==> src/rtl/tug_of_war_ctrl.sv <==
// tug_of_war_ctrl: two-key tug-of-war referee with key synchronisers, per-round win hold and match scoring.
module tug_of_war_ctrl #(
    parameter int HOLD_CYCLES = 8,
    parameter int SCORE_MAX   = 7
) (
    input  logic       clk_i,
    input  logic       rst_ni,
    input  logic       key_l_i,
    input  logic       key_r_i,
    input  logic [8:0] lights_i,
    output logic       move_l_o,
    output logic       move_r_o,
    output logic       field_reset_o,
    output logic [2:0] score_l_o,
    output logic [2:0] score_r_o,
    output logic       winner_l_o,
    output logic       winner_r_o,
    output logic       game_over_o
);
    typedef enum logic [2:0] {PLAY, WIN_L, WIN_R, RESTART, OVER} state_e;
    state_e     state_q, state_d;
    logic [2:0] sync_l_q, sync_r_q;
    logic [7:0] hold_q, hold_d;
    logic [2:0] score_l_q, score_l_d, score_r_q, score_r_d;
    logic       move_l_q, move_l_d, move_r_q, move_r_d, field_reset_q;
    logic       ev_l, ev_r, won_max;
    // bits [1:0] synchronise the key, bit [2] remembers the previous synchronised sample
    assign ev_l    = sync_l_q[1] & ~sync_l_q[2];
    assign ev_r    = sync_r_q[1] & ~sync_r_q[2];
    assign won_max = (state_q == WIN_L) ? (score_l_q == 3'(SCORE_MAX)) : (score_r_q == 3'(SCORE_MAX));
    always_ff @(posedge clk_i or negedge rst_ni) begin
        if (!rst_ni) begin
            state_q       <= PLAY;
            sync_l_q      <= '0;
            sync_r_q      <= '0;
            hold_q        <= '0;
            score_l_q     <= '0;
            score_r_q     <= '0;
            move_l_q      <= 1'b0;
            move_r_q      <= 1'b0;
            field_reset_q <= 1'b1;
        end else begin
            state_q       <= state_d;
            sync_l_q      <= {sync_l_q[1:0], key_l_i};
            sync_r_q      <= {sync_r_q[1:0], key_r_i};
            hold_q        <= hold_d;
            score_l_q     <= score_l_d;
            score_r_q     <= score_r_d;
            move_l_q      <= move_l_d;
            move_r_q      <= move_r_d;
            field_reset_q <= (state_d == RESTART);
        end
    end
    always_comb begin
        state_d   = state_q;
        hold_d    = '0;
        score_l_d = score_l_q;
        score_r_d = score_r_q;
        move_l_d  = 1'b0;
        move_r_d  = 1'b0;
        case (state_q)
            PLAY: begin
                if (ev_l && !ev_r) begin
                    if (lights_i[8]) begin
                        state_d = WIN_L;
                        if (score_l_q != 3'(SCORE_MAX)) score_l_d = score_l_q + 3'd1;
                    end else begin
                        move_l_d = 1'b1;
                    end
                end
                if (ev_r && !ev_l) begin
                    if (lights_i[0]) begin
                        state_d = WIN_R;
                        if (score_r_q != 3'(SCORE_MAX)) score_r_d = score_r_q + 3'd1;
                    end else begin
                        move_r_d = 1'b1;
                    end
                end
            end
            WIN_L, WIN_R: begin
                if (hold_q == 8'(HOLD_CYCLES - 1)) state_d = won_max ? OVER : RESTART;
                else hold_d = hold_q + 8'd1;
            end
            RESTART: state_d = PLAY;
            OVER:    state_d = OVER;
            default: state_d = RESTART;
        endcase
    end
    assign move_l_o      = move_l_q;
    assign move_r_o      = move_r_q;
    assign field_reset_o = field_reset_q;
    assign score_l_o     = score_l_q;
    assign score_r_o     = score_r_q;
    assign game_over_o   = (state_q == OVER);
    assign winner_l_o    = (state_q == WIN_L) || (state_q == OVER && score_l_q == 3'(SCORE_MAX));
    assign winner_r_o    = (state_q == WIN_R) || (state_q == OVER && score_r_q == 3'(SCORE_MAX));
endmodule

==> config.mk <==
export PLATFORM = sky130hd
export DESIGN_NAME = tug_of_war_ctrl
export DESIGN_NICKNAME = d
export VERILOG_FILES = /design/src/rtl/tug_of_war_ctrl.sv
export SDC_FILE = /design/constraint.sdc
export NUM_CORES = 1
export LEC_CHECK = 0
export ABC_CLOCK_PERIOD_IN_PS = 1500
export CORE_UTILIZATION = 45
export DETAILED_ROUTE_END_ITERATION = 10
export PLACE_DENSITY = 0.74
export SETUP_SLACK_MARGIN = 0.3
export SLEW_MARGIN = 5
export SYNTH_ARGS = -nofsm -noshare
export SYNTH_HDL_FRONTEND = slang
export SYNTH_SLANG_ARGS = --single-unit
export TNS_END_PERCENT = 1
==> constraint.sdc <==
create_clock -name clk_i -period 1.5 [get_ports clk_i]
set_input_delay 0.225 -clock clk_i [delete_from_list [all_inputs] [get_ports clk_i]]
set_output_delay 0.225 -clock clk_i [all_outputs]
set_load 0.05 [all_outputs]
-- Yosys cells after proc, flatten, opt, wreduce, memory -nomap -nowiden
Cells that the tools add are included.
- add/sub/neg operators: 3
- equal/unequal tests: 10
- mux-type cells: 16
- bitwise gates (word level): 4
- reduce and logical (&&, ||, !) cells: 12
- operator list (operator ; number):
    $mux W3 ; 6
    $mux W8 ; 2
    $pmux W3 S4 ; 1
    $eq A3 B2 Y1 const B ; 3
    $eq A3 B3 Y1 const B ; 3
    $add A8 B1 Y8 const B ; 1
    $eq A8 B3 Y1 const B ; 1
    $reduce_and A4 Y1 ; 2
    $mux W1 ; 7
    $add A3 B1 Y3 const B ; 2
    $ne A3 B3 Y1 const B ; 2
    $logic_and A1 B1 Y1 ; 4
    $eq A3 B1 Y1 const B ; 1
    $logic_not A3 Y1 ; 1
    $and A1 B1 Y1 ; 2
    $logic_not A1 Y1 ; 2
    $logic_or A1 B1 Y1 ; 2
    $not A1 Y1 ; 2
    $reduce_or A2 Y1 ; 1
- bits in registers: 26
- input port bits: 13
- logic and storage cells: 54

-- Longest topological paths before layout
- depth after elaboration: 9
- depth in mapped cells: 6

-- Least setup slack after synthesis
OpenSTA, ideal clock, no wires.
- kind: reg-to-output
- start point: register score_r_q[0] (netlist: score_r_o[0])
- end point: output port winner_r_o
- arrival: 2.007 ns
- data required time: 1.275 ns
- slack: -0.732 ns
- stages on the path, launching flop included: 6
- path buffers: 0
- cell sequence: dfrtp_1 ha_1 ha_1 nand2_1 mux2_2 nor2_1
- cells in the longest elaborated chain, start to end: 3
- RTL lines (element ; line ; source):
    start: declaration ; 24 ; logic [2:0] score_l_q, score_l_d, score_r_q, score_r_d;
    start signal: assignment ; 48 ; score_r_q <= score_r_d;
    $eq A3 B3 Y1 ; 96 ; assign winner_r_o = (state_q == WIN_R) || (state_q == OVER && score_r_q == 3'(SCORE_MAX));
    $logic_and A1 B1 Y1 ; 96 ;
    $logic_or A1 B1 Y1 ; 96 ;
    end: declaration ; 17 ; output logic winner_r_o,
No other way between the ends.

-- Worst setup path after layout
Ends and elaborated chain as after synthesis.

==> impl_metrics.tcl <==
set metrics [dict create \
    synth-edff-count 0 \
    synthesis.nets 119 \
    maxCapViolCount 0 \
    r2r-end "state_q[1]" \
    clock.fmax_mhz 561.9 \
    critPathTopFamily "flip-flops" \
    clockRootBuffer "clkbuf_4" \
    fp.coreArea_um2 2500 \
    dr.pass1.iters 4 \
    crit_cells 6 \
    drive_above_1_share 0.5448 \
    ir_drop_mv 1.365 \
    reg2reg_depth 7 \
    setup_viol 4 \
    worstPathRequired_ns 1.27 \
    grt_max_degree 27 \
    finalMaxSlewViolations 0 \
    worstSetupPathType "reg2out" \
    p_int_mw 1.888 \
    slowest_delay_ns 0.41 \
    p_clk_frac 0.112 \
    gp_congestion 0.8437 \
    n_antenna_cell 0 \
    hold_buffers 0 \
    setup_slack_ns -0.2796 \
    synth_top_cell_by_area "dfrtp_1" \
    r2r_start "score_r_o[0]" \
    finalCriticalPeriod_ns 1.780 \
    ys_warn_count 0 \
    num-nets-final 153 \
    fin_crit_sh 1.186 \
    worstHoldPathType "in2async" \
    leakage_nw 0.7931 \
    p_seq_frac 0.322 \
    synth.distinct_cells 33 \
    synth.most_common_cell "dfrtp_1" \
    final-hold-violation-count 0 \
    row_count 18 \
    cts_sinks 26 \
    dpl_cell_area_um2 1643 \
    syn_inst 101 \
    io_buffer_count 17 \
    die_area_um2 2897 \
    synth.area.top_cells "dfrtp_1, ha_1, mux2_2, xor2_1, nor2_1" \
    finClkSkew_ns 0.003664 \
    status "finished, violations left" \
    rsz0062_at_grt "yes" \
    utilization 0.7217 \
    pwr_density_cell_nw_per_um2 1741 \
    grt_pass1_vias 816 \
    cp_data_arrival_time_ns 1.55 \
    seq_area_frac_synth 0.5393 \
    antenna_found_initial 0 \
    final_antenna_net_count 0 \
    fin_area_um2 1804 \
    finalHoldWorstSlack_ns 0.2417 \
    die-height_um 53.83 \
    overflow 0 \
    clkLatencyLatePin_ns 0.32 \
    clock_path_buffers 2 \
    cp-start-kind "flop" \
    syn_area_per_cell_um2 11.97 \
    combPwrFrac 0.566 \
    synth_async_sr_flop_share 1.000 \
    critPathLaunch "score_r_o[0]" \
    drtIter0Drc 10 \
    syn_area_um2 1209 \
    slew_headroom 0.7843 \
    routedWlPerCell_um 13.74 \
    vias 856 \
    violations "negative setup slack" \
    ioPinCount 25 \
    cts_buffers 3 \
    cts_tree "yes" \
    routed_via_density 5.220 \
    synth.cells.most_frequent "dfrtp_1, nor2_1, nand2_1" \
    critPathBufInv 1 \
    totalWireLength_um 2253 \
    ys_ff_latch 26 \
    sw_frac_of_total 0.3991 \
    grt_usage 0.1751 \
    netlist.area_leader.share 0.5176 \
    fillCellCount 164 \
    syn_to_final_growth_pct 49.28 \
    crit_chain "ha_4 -> ha_4 -> nand2_1 -> mux2_4 -> nor2_4 -> buf_12" \
    synthFlopType "dfrtp_1" \
    crit_end "winner_r_o" \
    cp_slowest_cell "dfrtp_2" \
    path_clk_slew_ns 0.14 \
    grt_pass1_wl_um 3553 \
    cp-end-kind "output port" \
    die_w_um 53.83 \
    cpMostUsedCell "ha_4" \
    hpwlAfterDp_um 1658 \
    p_sw_mw 1.254 \
    r2r_slack_ns -0.01 \
    cp_max_fo 2 \
    tightest_slew_ns 0.3229 \
    start_util 0.4835 \
    drcViolationCount 0 \
    htreeDepth 1 \
]
flip-flops by register name, indices dropped and copies added, names as in the netlist:
name	cells
state_q	3
sync_r_q	3
field_reset_o	1
sync_l_q	3
move_l_o	1
hold_q	8
move_r_o	1
score_l_o	3
score_r_o	3
how the worst min path moves through the flow:
stage	to	slack, ns	start
2_1_floorplan	hold_q[0]	-0.07	rst_ni
3_3_place_gp	sync_l_q[1]	0.33	sync_l_q[0]
3_5_place_dp	sync_l_q[1]	0.34	sync_l_q[0]
4_1_cts	hold_q[1]	0.25	rst_ni
5_1_grt	hold_q[1]	0.27	rst_ni
6_report	hold_q[4]	0.24	rst_ni
cell families after synthesis:
| family | share of synthesized area |
|---|---|
| simple gates | 0.2174 |
| compound gates | 0.05176 |
| buf+inv | 0.01966 |
| mux | 0.06211 |
| flops | 0.5393 |
| xor+xnor | 0.05797 |
| fa+ha+maj | 0.05176 |
through the flow:
stage	TNS, ns	std cells	setup slack [ns]	power, mW
CTS	-0.6815	164	-0.2916	3.114
global placement	-0.03627	159	-0.01924	2.587
global route	-0.9459	164	-0.3582	3.311
finish	-0.6072	164	-0.2796	3.141
floorplan	-0.8098	101	-0.1790	1.927
detailed placement	-0.1058	159	-0.06133	2.647
cell type report:
| type | count | area (µm²) | area share |
|---|---|---|---|
| clock buffer | 4 | 36.28 | 0.02011 |
| inverter | 1 | 3.754 | 0.002080 |
| multi-input combinational | 71 | 689.4 | 0.3821 |
| sequential | 26 | 660.6 | 0.3662 |
| tap | 30 | 37.54 | 0.02080 |
| timing repair buffer | 32 | 376.6 | 0.2087 |
power by group through the flow:
stage,registers (mW),clock network (mW),logic (mW)
finish,1.01,0.352,1.78
detailed placement,1.01,0,1.64
CTS,1.01,0.360,1.74
global route,1.03,0.396,1.89
global placement,1.00,0,1.59
floorplan,1.29,0,0.642
what timing repair did:
action	CTS	global route
resized for setup	20	9
setup endpoints to repair	24	28
pin swaps	19	14
buffers inserted	1	0
endpoints found under the hold margin	0	0
routing by layer:
| metal | GRT usage | vias up | routed length (µm) |
|---|---|---|---|
| li1 | - | 414 | - |
| met1 | 0.2352 | 426 | 1035 |
| met2 | 0.2901 | 14 | 1133 |
| met3 | 0.03390 | 2 | 63 |
| met4 | 0.03947 | 0 | 21 |
| met5 | 0 | - | 0 |
placed cells by master, fill, tap and decap left out, drive strengths merged, types with 2 or more instances in the layout:
master	Yosys	final
buf	1	27
dfrtp	25	25
nor2	11	11
nand2	6	6
mux2	6	6
clkdlybuf4s50	0	5
xor2	5	5
ha	5	5
nand2b	4	4
clkbuf	2	4
nand4	3	3
nor2b	3	3
and3	3	3
xnor2	3	3
nand3	3	3
nand3b	2	2
o21bai	2	2
and2	2	2
a21oi	2	2
worst reg2reg max path, cell delays in order (launching register included):
cell	delay [ns]
dfrtp_2	0.45
ha_4	0.17
ha_4	0.15
buf_4	0.14
o21bai_1	0.12
a22oi_1	0.09
mux2_2	0.27
nand2_1	0.07
Power figures use the tool's default switching activity.
